[src/rtl/cafe_pkg.sv]
// ============================================================================
// cafe_pkg : shared state type, drink codes and dose table for the sequencer
// Revision : 1.0
// ============================================================================
`default_nettype none

package cafe_pkg;

    typedef enum logic [2:0] {
        ST_IDLE  = 3'd0,
        ST_CAFE  = 3'd1,
        ST_LECHE = 3'd2,
        ST_DONE  = 3'd3
    } estado_t;

    localparam logic [1:0] ESPRESSO  = 2'd0;
    localparam logic [1:0] AMERICANO = 2'd1;
    localparam logic [1:0] CORTADO   = 2'd2;
    localparam logic [1:0] LATTE     = 2'd3;

    localparam int TIMEOUT_CYC_DEFAULT = 8;

    typedef struct packed {
        logic [1:0] cafe;
        logic [1:0] leche;
    } dosis_t;

    function automatic dosis_t dosis_de(input logic [1:0] bebida);
        dosis_t d;
        case (bebida)
            ESPRESSO:  d = '{cafe: 2'd1, leche: 2'd0};
            AMERICANO: d = '{cafe: 2'd2, leche: 2'd0};
            CORTADO:   d = '{cafe: 2'd1, leche: 2'd1};
            default:   d = '{cafe: 2'd1, leche: 2'd2};
        endcase
        return d;
    endfunction

endpackage

`default_nettype wire

[src/rtl/stage_timer.sv]
// ============================================================================
// stage_timer : saturating phase timer, shared by the coffee and milk phases
// Revision    : 1.0
// ============================================================================
`default_nettype none

module stage_timer #(
    parameter int TW    = 4,
    parameter int LIMIT = 8
) (
    input  logic clk,
    input  logic rst_n,
    input  logic clr,
    input  logic en,
    output logic expired
);

    localparam logic [TW-1:0] C_MAX  = '1;
    localparam logic [TW-1:0] C_LAST = TW'(LIMIT - 1);

    logic [TW-1:0] r_count;

    always_ff @(posedge clk or negedge rst_n) begin
        if (!rst_n) begin
            r_count <= '0;
        end else if (clr) begin
            r_count <= '0;
        end else if (en && (r_count != C_MAX)) begin
            r_count <= r_count + 1'b1;
        end
    end

    // Flags the last allowed cycle, so the counter would reach LIMIT on the
    // same edge the phase is abandoned: the enable stays up exactly LIMIT cycles.
    assign expired = en && (r_count >= C_LAST);

endmodule

`default_nettype wire

[src/rtl/drink_sequencer.sv]
// ============================================================================
// drink_sequencer : turns one drink order into the coffee -> milk enable sequence
// Revision        : 1.0
// ============================================================================
`default_nettype none

module drink_sequencer
    import cafe_pkg::*;
#(
    parameter int TIMEOUT_CYC = TIMEOUT_CYC_DEFAULT,
    parameter int TW          = 4
) (
    input  logic       clk,
    input  logic       rst_n,
    input  logic       start,
    input  logic [1:0] bebida_sel,
    input  logic       cancel,
    input  logic       cafe_done,
    input  logic       leche_done,
    output logic       enable_cafe,
    output logic [1:0] dosis_cafe,
    output logic       enable_leche,
    output logic [1:0] dosis_leche,
    output logic       busy,
    output logic       done,
    output logic       error,
    output logic [2:0] estado
);

    estado_t    r_state;
    estado_t    w_next;
    logic [1:0] r_dose_cafe;
    logic [1:0] r_dose_leche;
    logic [1:0] w_dose_cafe;
    logic [1:0] w_dose_leche;
    logic       w_error;
    logic       w_running;
    logic       w_expired;
    dosis_t     w_tbl;

    assign w_tbl     = dosis_de(bebida_sel);
    assign w_running = (r_state == ST_CAFE) || (r_state == ST_LECHE);

    stage_timer #(
        .TW    (TW),
        .LIMIT (TIMEOUT_CYC)
    ) u_stage_timer (
        .clk     (clk),
        .rst_n   (rst_n),
        .clr     (w_next != r_state),
        .en      (w_running),
        .expired (w_expired)
    );

    always_comb begin
        w_next       = r_state;
        w_error      = error;
        w_dose_cafe  = r_dose_cafe;
        w_dose_leche = r_dose_leche;
        case (r_state)
            ST_IDLE: begin
                if (start && !cancel) begin
                    w_next       = ST_CAFE;
                    w_error      = 1'b0;
                    w_dose_cafe  = w_tbl.cafe;
                    w_dose_leche = w_tbl.leche;
                end
            end
            // Priority inside a phase: cancel, then completion, then timeout.
            ST_CAFE: begin
                if (cancel) begin
                    w_next = ST_IDLE;
                end else if (cafe_done) begin
                    w_next = (r_dose_leche == 2'd0) ? ST_DONE : ST_LECHE;
                end else if (w_expired) begin
                    w_next  = ST_IDLE;
                    w_error = 1'b1;
                end
            end
            ST_LECHE: begin
                if (cancel) begin
                    w_next = ST_IDLE;
                end else if (leche_done) begin
                    w_next = ST_DONE;
                end else if (w_expired) begin
                    w_next  = ST_IDLE;
                    w_error = 1'b1;
                end
            end
            ST_DONE: w_next = ST_IDLE;
            default: w_next = ST_IDLE;
        endcase
    end

    always_ff @(posedge clk or negedge rst_n) begin
        if (!rst_n) begin
            r_state      <= ST_IDLE;
            r_dose_cafe  <= 2'd0;
            r_dose_leche <= 2'd0;
            enable_cafe  <= 1'b0;
            dosis_cafe   <= 2'd0;
            enable_leche <= 1'b0;
            dosis_leche  <= 2'd0;
            busy         <= 1'b0;
            done         <= 1'b0;
            error        <= 1'b0;
            estado       <= 3'd0;
        end else begin
            r_state      <= w_next;
            r_dose_cafe  <= w_dose_cafe;
            r_dose_leche <= w_dose_leche;
            enable_cafe  <= (w_next == ST_CAFE);
            dosis_cafe   <= (w_next == ST_CAFE) ? w_dose_cafe : 2'd0;
            enable_leche <= (w_next == ST_LECHE);
            dosis_leche  <= (w_next == ST_LECHE) ? w_dose_leche : 2'd0;
            busy         <= (w_next != ST_IDLE);
            done         <= (w_next == ST_DONE);
            error        <= w_error;
            estado       <= w_next;
        end
    end

endmodule

`default_nettype wire

[config.mk]
export PLATFORM = sky130hd
export DESIGN_NAME = drink_sequencer
export DESIGN_NICKNAME = d
export VERILOG_FILES = /design/src/rtl/cafe_pkg.sv /design/src/rtl/stage_timer.sv /design/src/rtl/drink_sequencer.sv
export SDC_FILE = /design/constraint.sdc
export NUM_CORES = 1
export LEC_CHECK = 0
export CORE_AREA = 2 2 51 53
export CTS_CLUSTER_DIAMETER = 120
export DETAILED_ROUTE_END_ITERATION = 8
export DIE_AREA = 0 0 53 55
export GPL_TIMING_DRIVEN = 1
export PLACE_DENSITY = 0.72
export SLEW_MARGIN = 20
export SYNTH_ARGS = -nofsm -noshare
export SYNTH_HDL_FRONTEND = slang
export SYNTH_SLANG_ARGS = --single-unit
[constraint.sdc]
create_clock -name clk -period 2.6 [get_ports clk]
set_input_delay 0.39 -clock clk [delete_from_list [all_inputs] [get_ports clk]]
set_output_delay 0.39 -clock clk [all_outputs]
set_load 0.01 [all_outputs]
==> After elaboration in Yosys (flattened, before gate mapping) <==
Index checks and enable logic that the tools add are counted.
{ "word_totals": {"input_bits": 8, "regBits": 20} }
{ "op_classes": {"n_eq_ne": 14, "n_mux": 24, "add_sub_neg": 1, "order_cmp": 1, "reduce_logical": 12} }
{ "ops": {"columns": ["operator", "n"], "rows": [
  ["$mux W3", 6],
  ["$mux W2", 6],
  ["$pmux W4 S3", 1],
  ["$ne A2 B2 Y1 const B", 5],
  ["$eq A3 B2 Y1 const B", 3],
  ["$pmux W3 S3", 1],
  ["$mux W4", 2],
  ["$mux W1", 7],
  ["$eq A3 B1 Y1 const B", 2],
  ["$reduce_and A6 Y1", 1],
  ["$reduce_bool A3 Y1", 2],
  ["$add A4 B1 Y4 const B", 1],
  ["$ge A4 B3 Y1 const B", 1],
  ["$logic_not A2 Y1", 2],
  ["$ne A4 B4 Y1 const B", 1],
  ["$logic_and A1 B1 Y1", 3],
  ["$logic_not A3 Y1", 1],
  ["$ne A3 B3 Y1", 1],
  ["$pmux W1 S3", 1],
  ["$eq A2 B1 Y1 const B", 1],
  ["$eq A2 B2 Y1 const B", 1],
  ["$reduce_bool A2 Y1", 1],
  ["$logic_not A1 Y1", 1],
  ["$logic_or A1 B1 Y1", 1]
]} }

==> Longest topological paths before layout <==
Gate-level depths: netlist of the first run.
{ "logic_depth": {"ltp_word": 9, "mapped_depth": 5} }

==> By module <==
A second synthesis of the first run with hierarchy kept.
{ "unflattened": {"hier_cells": 95, "area_unflattened_um2": 1024.7} }
{ "by_module_without_submodules": {"columns": ["module", "n_inst", "seq_area_each_um2", "area_per_inst_um2", "cells_each"], "rows": [
  ["drink_sequencer", 1, 400.4, 792.0, 73],
  ["stage_timer", 1, 100.1, 232.7, 22]
]} }

==> Worst setup path after synthesis of the first run <==
No wires, ideal clock.
{ "synth_path": {"kind": "register -> register", "startpoint": "register r_state[0]", "endpoint": "register dosis_cafe[1]", "t_required_ps": 2477, "arrival_time_ps": 1503, "slack_ps": 973, "stages_incl_launch_ff": 6, "path_cell_list": "dfrtp_1 > buf_6 > or3_4 > or2_4 > a21o_1 > nor2b_1"} }
{ "synth_between": {"elab_cells_between_ends": 15, "cone_classes": "eq/ne (3); mux (9); reduce/logical (3)"} }
{ "synth_lines": {"columns": ["item", "line", "text"], "rows": [
  ["from (decl)", "drink_sequencer.sv:30", "estado_t r_state;"],
  ["from (signal assigned)", "drink_sequencer.sv:109", "r_state <= w_next;"],
  ["$logic_not A3 Y1", "drink_sequencer.sv:60", "case (r_state)"],
  ["$mux W2", "drink_sequencer.sv:60", null],
  ["via w_dose_cafe[1]", "drink_sequencer.sv:34", "logic [1:0] w_dose_cafe;"],
  ["$mux W2", "drink_sequencer.sv:113", "dosis_cafe <= (w_next == ST_CAFE) ? w_dose_cafe : 2'd0;"],
  ["to (signal assigned)", "drink_sequencer.sv:113", null],
  ["to (decl)", "drink_sequencer.sv:21", "output logic [1:0] dosis_cafe,"]
]} }
The timed path passes the listed nets, and every way through them passes these cells.
A chain may end at the register's enable or synchronous reset.

==> results.json, run 1 <==
{
  "min_path_type": "input port to async pin",
  "hpwlAfterDp_um": 1460,
  "fillers": 221,
  "yosysSeqAreaShare_pct": 49.8,
  "clock.fmax_mhz": 512,
  "crit_chain": "clkdlybuf4s50_1",
  "ys_async_sr_fraction_pct": 100,
  "layout_setup_ws_ns": 0.646,
  "start_util_pct": 42.5,
  "synth_flop_cell": "dfrtp_1",
  "die_y_um": 55,
  "setup_viol": 0,
  "dp_cells": 136,
  "syn_area_sq_um": 1010,
  "clkTransAtPathRegs_ns": 0.11,
  "p_per_area_nw_per_um2": 477,
  "fin_cells": 140,
  "syn_nets": 98,
  "globalRoute.totalOverflow": 0,
  "synth_edf_count": 0,
  "synth.avg_cell_area_sq_um": 11.3,
  "io_buffers": 19,
  "drive_above_1_share_pct": 19.1,
  "drtIter0Drc": 12,
  "die_x_um": 53,
  "p_comb_share_pct": 13.6,
  "cts_root_buffer": "clkbuf_4",
  "min_period_ns": 1.95,
  "placedInstanceArea_sq_um": 1220,
  "swShare_pct": 24.7,
  "clock-sinks": 20,
  "rows": 18,
  "finish.utilization_pct": 53.1,
  "clock_latency_ns": 0.30,
  "cts_tree": "yes",
  "clockPowerShare_pct": 29.7,
  "routed_wl_um": 1920,
  "ys_types": 42,
  "critPathTopFamily": "flip-flops",
  "ir_worst_vdd_uv": 471,
  "fin_crit_sh_pct": 75.2,
  "p_switching_mw": 0.148,
  "grt_pass1_wl_um": 3310,
  "synth_cells": 89,
  "cp.arrival_ns": 1.56,
  "dr.pass1.iters": 4,
  "clk_path_buf_depth": 2,
  "post_cts_buffers": 0,
  "hold_buffers": 0,
  "area_growth_pct": 24.9,
  "seq_power_share_pct": 56.7,
  "ys_ff_latch": 20,
  "crit_path_start_kind": "flip-flop",
  "fin_area_sq_um": 1260,
  "place.gp.congestion": 0.790,
  "cp_max_fo": 12,
  "grt_usage_pct": 15.9,
  "antenna_found_initial": 0,
  "routedWlPerCell_um": 13.7,
  "grt_setup_unrepaired": "no",
  "numCtsBuffers": 3,
  "coreArea_sq_um": 2360,
  "ctsResizeCount": 0,
  "critPathBufInv": 1,
  "p_leak_nw": 0.554,
  "antenna_cells": 0,
  "end_kind": "output port",
  "detailedPlace.worstSlack_ns": 0.537,
  "grt_max_degree": 21,
  "tns_ns": 0,
  "synth_warnings": 0,
  "final_max_slew_viol_count": 0,
  "total_power_mw": 0.599,
  "crit_slowest_cell": "dfrtp_1",
  "hold_viol": 0,
  "grt_pass1_vias": 717,
  "remaining_drc_errors": 0,
  "fin_nets": 120,
  "ctsHtreeMaxLevel": 1,
  "path_class": "flip-flop to output port",
  "slowest_delay_ns": 0.64,
  "holdWs_ns": 0.418,
  "internal_power_mw": 0.451,
  "fin_worst_skew_ns": 0.00162,
  "max-cap-violations": 0,
  "required_ns": 2.21,
  "vias": 723,
  "dieArea_sq_um": 2920,
  "ios": 20,
  "outcome": "completed",
  "ant_nets": 0,
  "via_per_inst": 5.16
}
==> layout by cell type (no fill, tap or decap), drive strengths merged, types with 2 or more instances in the layout <==
master / instances
dfrtp: 20
clkdlybuf4s50: 19
nor3: 7
nor2: 6
inv: 5
a21oi: 5
nand2: 4
clkbuf: 4
nor2b: 3
o21ai: 3
nand2b: 2
nand3b: 2
a211o: 2
a21o: 2
nand3: 2
or2: 2
xnor2: 2
nor4: 2
a211oi: 2
==> cell usage after synthesis, drive strengths merged, types with 2 or more instances <==
| cell | instances | area (sq um) |
|---|---|---|
| or2 | 2 | 15.0 |
| buf | 3 | 21.3 |
| nand2b | 2 | 12.5 |
| a21o | 2 | 15.0 |
| nand3b | 2 | 15.0 |
| nand2 | 4 | 15.0 |
| o21ai | 3 | 18.8 |
| nor2 | 6 | 22.5 |
| xnor2 | 2 | 25.0 |
| dfrtp | 20 | 500 |
| a211o | 2 | 17.5 |
| nand3 | 2 | 10.0 |
| nor4 | 2 | 18.8 |
| nor3 | 7 | 51.3 |
| a211oi | 2 | 20.0 |
| nor2b | 3 | 18.8 |
| inv | 5 | 18.8 |
| a21oi | 5 | 28.8 |
==> final timing paths <==
check                      slack, ns                                  from  cells past startpoint                                   end
min in group clk                0.51              r_dose_cafe[1]$_DFF_PN0_                      1              r_dose_cafe[1]$_DFF_PN0_
min                             0.42                                 rst_n                      2              r_dose_cafe[1]$_DFF_PN0_
max                             0.65                  r_state[2]$_DFF_PN0_                      1                             estado[2]
min reg2reg                     0.51              r_dose_cafe[1]$_DFF_PN0_                      1              r_dose_cafe[1]$_DFF_PN0_
max in group asynchronous       1.98                                 rst_n                      2              dosis_leche[0]$_DFF_PN0_
max reg2reg                     0.78  u_stage_timer.r_count[0]$_DFFE_PN0P_                      5  u_stage_timer.r_count[2]$_DFFE_PN0P_
==> layout make-up <==
cell class | instances | area [sq um] | area share, %
Clock buffer | 4 | 36.3 | 2.89
Inverter | 5 | 18.8 | 1.49
Multi-Input combinational cell | 61 | 465 | 37.1
Sequential cell | 20 | 500 | 39.8
Tap cell | 30 | 37.5 | 2.99
Timing Repair Buffer | 20 | 198 | 15.7
==> layer usage <==
metal  track usage (%)  wire, um
met1              22.1       931
met2              24.6       885
met4              6.41        10
met5                 0         0
met3              2.96        97
==> cells by family (layout without fill, tap and decap cells) <==
| group | count (synthesis) | in the layout | share of synthesized area [%] |
|---|---|---|---|
| fa+ha+maj | 1 | 1 | 1.24 |
| simple gates | 36 | 36 | 24.8 |
| mux | 2 | 2 | 2.11 |
| buf+inv | 8 | 29 | 3.98 |
| compound gates | 19 | 19 | 15.3 |
| other cells | 1 | 1 | 0.373 |
| xor+xnor | 2 | 2 | 2.49 |
| flops | 20 | 20 | 49.8 |
==> sequential cells by signal, indices dropped and copies added (netlist names) <==
register               flops
u_stage_timer.r_count      4
r_state                    3
dosis_cafe                 2
dosis_leche                2
r_dose_cafe                2
r_dose_leche               2
busy                       1
done                       1
enable_cafe                1
enable_leche               1
error                      1
==> power by group through the flow <==
stage               registers, mW  clock network [mW]  logic (mW)
floorplan                   0.342                   0      0.0470
global placement            0.345                   0      0.0801
detailed placement          0.346                   0      0.0818
CTS                         0.340               0.185      0.0821
global route                0.342               0.200      0.0906
finish                      0.340               0.178      0.0813
Note: power is estimated with default switching activity, not from simulation.
==> run 2: changes to the inputs <==
==> constraint.sdc (replaced) <==
create_clock -name clk -period 1.9 [get_ports clk]
set_input_delay 0.285 -clock clk [delete_from_list [all_inputs] [get_ports clk]]
set_output_delay 0.285 -clock clk [all_outputs]
set_load 0.01 [all_outputs]
==> run 2 against run 1 <==
Compared with the run above:
- final cell count grew 2.1%
- power grew 54%
- worst hold slack lost 0.11 ns
- wire length grew 8.0%
- register-to-register slack lost 0.65 ns
- largest power group unchanged
==> results.json, run 2 (synthesis gave the netlist of run 1 again) <==
{
  "outcome": "completed",
  "drtIter0Drc": 14,
  "post_cts_buffers": 0,
  "antenna_found_initial": 0,
  "grt_usage_pct": 17.1,
  "max-cap-violations": 0,
  "crit_chain": "clkdlybuf4s50_1",
  "mostFrequentLayoutCells": "dfrtp_1, clkdlybuf4s50_1, nor2_1",
  "layout_setup_ws_ns": 0.112,
  "routed_wl_um": 2080,
  "clock_latency_ns": 0.30,
  "crit_path_start_kind": "flip-flop",
  "p_leak_nw": 0.577,
  "clkTransAtPathRegs_ns": 0.11,
  "hpwlAfterDp_um": 1540,
  "dp_cells": 139,
  "clk_path_buf_depth": 2,
  "grt_pass1_wl_um": 3480,
  "area_growth_pct": 29.1,
  "grt_pass1_vias": 786,
  "ctsResizeCount": 0,
  "ant_nets": 0,
  "finish.utilization_pct": 54.9,
  "ir_worst_vdd_uv": 462,
  "path_depth": 1,
  "cts_root_buffer": "clkbuf_4",
  "via_per_inst": 5.37,
  "worst_pin_slew_ns": 0.509,
  "rr_endpoint": "busy$_DFF_PN0_",
  "use_met2_pct": 28.5,
  "min_path_type": "input port to async pin",
  "critPathTopFamily": "buffers and inverters",
  "grt_max_degree": 21,
  "ios": 20,
  "clock.fmax_mhz": 559,
  "fillers": 223,
  "antenna_cells": 0,
  "die_x_um": 53,
  "cp.arrival_ns": 1.50,
  "grt_setup_unrepaired": "no",
  "final_common_cell": "dfrtp_1",
  "cp-endpoint": "estado[0]",
  "place.gp.congestion": 0.802,
  "numCtsBuffers": 3,
  "coreArea_sq_um": 2360,
  "end_kind": "output port",
  "ctsHtreeMaxLevel": 1,
  "grt-busiest-layer": "met2",
  "routedWlPerCell_um": 14.5,
  "clock-sinks": 20,
  "crit_slowest_cell": "clkdlybuf4s50_1",
  "reg_top3": "u_stage_timer.r_count: 4 flops, r_state: 3 flops",
  "dieArea_sq_um": 2920,
  "final_max_slew_viol_count": 0,
  "rrSetupSlack_ns": 0.13,
  "critical_path.startpoint": "r_state[0]$_DFF_PN0_",
  "critPathBufInv": 1,
  "slew_headroom_pct": 65.9,
  "slowest_delay_ns": 0.61,
  "dr.pass1.iters": 4,
  "hold_viol": 0,
  "fin_worst_skew_ns": 0.00307,
  "vias": 768,
  "grt_use_met1_pct": 20.7,
  "drive_above_1_share_pct": 22.1,
  "min_period_ns": 1.79,
  "regMostFlops": "u_stage_timer.r_count",
  "r2r_cells": 4,
  "rr_startpoint": "r_state[0]$_DFF_PN0_",
  "io_buffers": 19,
  "rows": 18,
  "register_area_sq_um": 500,
  "remaining_drc_errors": 0,
  "path_class": "flip-flop to output port",
  "tns_ns": 0,
  "p_per_area_nw_per_um2": 712,
  "die_y_um": 55,
  "fin_cells": 143,
  "largest_reg_flops": 4,
  "cp_max_fo": 9,
  "required_ns": 1.62,
  "hold_buffers": 0,
  "fin_crit_sh_pct": 94.1,
  "fin_nets": 123,
  "multi_input_area_sq_um": 469,
  "start_util_pct": 42.5,
  "detailedPlace.worstSlack_ns": -0.000417,
  "globalRoute.totalOverflow": 0,
  "setup_viol": 0,
  "cts_tree": "yes",
  "gr-usage-met3_pct": 2.42
}
==> run 2: cell types whose count changed in the layout (fill, tap and decap cells not counted), sizes merged <==
| cell | delta |
|---|---|
| bufinv | +1 |
| clkbuf | -1 |
| buf | +3 |
==> run 2: power breakdown <==
group          internal [mW]  leakage (nW)  switching, mW
combinational         0.0585         0.281         0.0596
clock                  0.213        0.0279          0.132
sequential             0.445         0.268         0.0172
==> run 2: final cells by class <==
class | instances | share of cell area [%]
clock buffer | 3 | 1.73
multi-input combinational | 61 | 36.1
tap | 30 | 2.89
clock inverter | 1 | 2.31
sequential | 20 | 38.5
timing repair buffer | 23 | 17.0
inverter | 5 | 1.45
==> run 2: how the worst min path moves through the flow <==
stage                     cells after the start                                   end                startpoint
after floorplan                               0                        busy$_DFF_PN0_                     rst_n
after global placement                        1              r_dose_cafe[1]$_DFF_PN0_  r_dose_cafe[1]$_DFF_PN0_
after detailed placement                      1              r_dose_cafe[1]$_DFF_PN0_  r_dose_cafe[1]$_DFF_PN0_
after CTS                                     2                     error$_DFFE_PN0P_                     rst_n
after global routing                          2              dosis_leche[0]$_DFF_PN0_                     rst_n
final                                         2  u_stage_timer.r_count[2]$_DFFE_PN0P_                     rst_n
==> run 2: routing by layer <==
metal | part of all wire (%) | vias up
met5 | 0 | -
met4 | 1.6 | 0
met3 | 2.8 | 4
met2 | 51 | 17
met1 | 45 | 381
li1 | - | 366
==> run 2: worst reg2reg max path, stage by stage, from the launching register on <==
cell,delay [ns]
dfrtp_1,0.53
xnor2_2,0.34
and4b_1,0.29
a211o_1,0.32
nand2b_1,0.17
==> run 2: stage by stage <==
stage / hold WS, ns / power (mW) / instance area [sq um]
floorplan: -0.0106 / 0.532 / 1010
global placement: 0.456 / 0.586 / 1240
detailed placement: 0.470 / 0.589 / 1240
CTS: 0.315 / 0.936 / 1290
global route: 0.316 / 0.973 / 1300
finish: 0.310 / 0.925 / 1300
==> run 3: changes to the inputs <==
--- a/config.mk
+++ b/config.mk
@@ -7,6 +7,7 @@
 export LEC_CHECK = 0
 export CORE_AREA = 2 2 51 53
 export CTS_CLUSTER_DIAMETER = 120
+export CTS_CLUSTER_SIZE = 10
 export DETAILED_ROUTE_END_ITERATION = 8
 export DIE_AREA = 0 0 53 55
 export GPL_TIMING_DRIVEN = 1
==> constraint.sdc (replaced) <==
create_clock -name clk -period 1.7 [get_ports clk]
set_input_delay 0.255 -clock clk [delete_from_list [all_inputs] [get_ports clk]]
set_output_delay 0.255 -clock clk [all_outputs]
set_load 0.01 [all_outputs]
==> run 3 against run 2 <==
Compared with the run above:
- count of clock-buffer cells in the layout grew 1
- critical path depth is 1 higher
- first-iteration DRC count fell by 21%
- clock skew is 0.0019 ns higher
- clock power fell by 20%
- utilization up 5.9 points
- flip-flop and latch count did not move
- sequential power is 11% higher
- sequential share of layout area down 3.5 points
- setup slack lost 0.049 ns
- register-to-register slack worse by 0.06 ns
==> results.json, run 3 (synthesis gave the netlist of run 1 again) <==
{
  "outcome": "completed",
  "path_class": "flip-flop to output port",
  "fin_area_sq_um": 1440,
  "crit_path_start_kind": "flip-flop",
  "place.gp.congestion": 0.773,
  "hold_buffers": 0,
  "min_period_ns": 1.64,
  "holdWs_ns": 0.281,
  "via_per_inst": 5.13,
  "dieArea_sq_um": 2920,
  "hold_viol": 0,
  "fin_worst_skew_ns": 0.00501,
  "largest_reg_flops": 4,
  "clk_path_buf_depth": 2,
  "ios": 20,
  "critPathBufInv": 2,
  "vias": 820,
  "cp.arrival_ns": 1.38,
  "grt_usage_pct": 17.3,
  "p_per_area_nw_per_um2": 657,
  "slowest_delay_ns": 0.52,
  "p_switching_mw": 0.235,
  "crit_chain": "buf_4, clkdlybuf4s50_1",
  "die_y_um": 55,
  "max-cap-violations": 0,
  "grt_pass1_vias": 807,
  "min_path_type": "input port to async pin",
  "multi_input_area_sq_um": 497,
  "area_growth_pct": 43.0,
  "drive_above_1_share_pct": 36.2,
  "remaining_drc_errors": 0,
  "fillers": 218,
  "final_max_slew_viol_count": 0,
  "placedInstanceArea_sq_um": 1360,
  "numCtsBuffers": 3,
  "required_ns": 1.44,
  "internal_power_mw": 0.710,
  "die_x_um": 53,
  "seq_power_share_pct": 54.4,
  "coreArea_sq_um": 2360,
  "routedWlPerCell_um": 13.6,
  "clock.fmax_mhz": 611,
  "cts_root_buffer": "clkbuf_4",
  "fin_crit_sh_pct": 96.3,
  "end_kind": "output port",
  "clock_latency_ns": 0.30,
  "ant_nets": 0,
  "dr.pass1.iters": 4,
  "clockPowerShare_pct": 29.3,
  "ir_worst_vdd_uv": 638,
  "io_buffers": 19,
  "swShare_pct": 24.9,
  "rows": 18,
  "globalRoute.totalOverflow": 0,
  "hpwlAfterDp_um": 1660,
  "detailedPlace.worstSlack_ns": -0.147,
  "grt_pass1_wl_um": 3630,
  "critPathTopFamily": "buffers and inverters",
  "p_comb_share_pct": 16.3,
  "setup_viol": 0,
  "clkTransAtPathRegs_ns": 0.11,
  "cp_max_fo": 5,
  "grt_max_degree": 21,
  "mostFrequentLayoutCells": "buf_4, clkdlybuf4s50_1, dfrtp_1",
  "regMostFlops": "u_stage_timer.r_count",
  "total_power_mw": 0.945,
  "reg_top3": "u_stage_timer.r_count: 4 flops, r_state: 3 flops",
  "antenna_found_initial": 0,
  "p_leak_nw": 0.653,
  "crit_slowest_cell": "clkdlybuf4s50_1",
  "cts_tree": "yes",
  "layout_setup_ws_ns": 0.0632,
  "fin_nets": 140,
  "ctsHtreeMaxLevel": 1,
  "clock-sinks": 20,
  "final_common_cell": "buf_4",
  "routed_wl_um": 2170,
  "tns_ns": 0,
  "start_util_pct": 42.5,
  "register_area_sq_um": 504,
  "antenna_cells": 0,
  "drtIter0Drc": 11
}
-- run 3: final cells by class --
class,count,share of cell area (%)
clock buffer,4,2.52
multi-input combinational,61,34.5
inverter,5,1.30
timing repair buffer,40,24.0
sequential,20,35.0
tap,30,2.61
-- run 3: power groups by stage --
stage / Sequential (mW) / Combinational, mW / Clock (mW)
global placement: 0.524 / 0.146 / 0
finish: 0.514 / 0.154 / 0.277
CTS: 0.515 / 0.149 / 0.285
global route: 0.518 / 0.170 / 0.302
detailed placement: 0.524 / 0.148 / 0
floorplan: 0.522 / 0.0719 / 0
-- run 3: layer usage --
layer	up-vias	GRT usage [%]	wire length, um	share of wire (%)
li1	401	-	-	-
met1	394	22.5	984	45
met2	21	29.0	1050	49
met3	4	2.42	102	4.7
met4	0	7.69	29	1.3
met5	-	0	0	0
-- run 3: worst paths after layout --
kind | end | from | cells past startpoint | slack [ns]
max | estado[2] | r_state[2]$_DFF_PN0_ | 2 | 0.06
min | u_stage_timer.r_count[0]$_DFFE_PN0P_ | rst_n | 2 | 0.28
max reg2reg | u_stage_timer.r_count[2]$_DFFE_PN0P_ | u_stage_timer.r_count[1]$_DFFE_PN0P_ | 5 | 0.07
min reg2reg | r_dose_cafe[1]$_DFF_PN0_ | r_dose_cafe[1]$_DFF_PN0_ | 1 | 0.49
max in group asynchronous | r_state[1]$_DFF_PN0_ | rst_n | 2 | 1.19
min in group clk | r_dose_cafe[1]$_DFF_PN0_ | r_dose_cafe[1]$_DFF_PN0_ | 1 | 0.49
-- run 3: worst register-to-register path, delay by kind of cell, from the launching register on --
family	cells	cell delay [ns]
AOI/OAI and AO/OA	1	0.22
adders and majority gates	1	0.22
and+or+nand+nor	3	0.68
DFF	1	0.42
-- run 3: repair_timing --
| action | 4_1_cts | 5_1_grt |
|---|---|---|
| gates resized for setup | 2 | 6 |
| setup buffers | 0 | 1 |
| pin swaps | 0 | 3 |
| setup endpoints to repair | 3 | 9 |
-- run 3: metrics by stage --
stage	cells	util, %
after floorplan	89	-
after global placement	155	57.6
after detailed placement	155	57.6
after CTS	159	59.4
after global routing	160	60.8
final	160	60.8
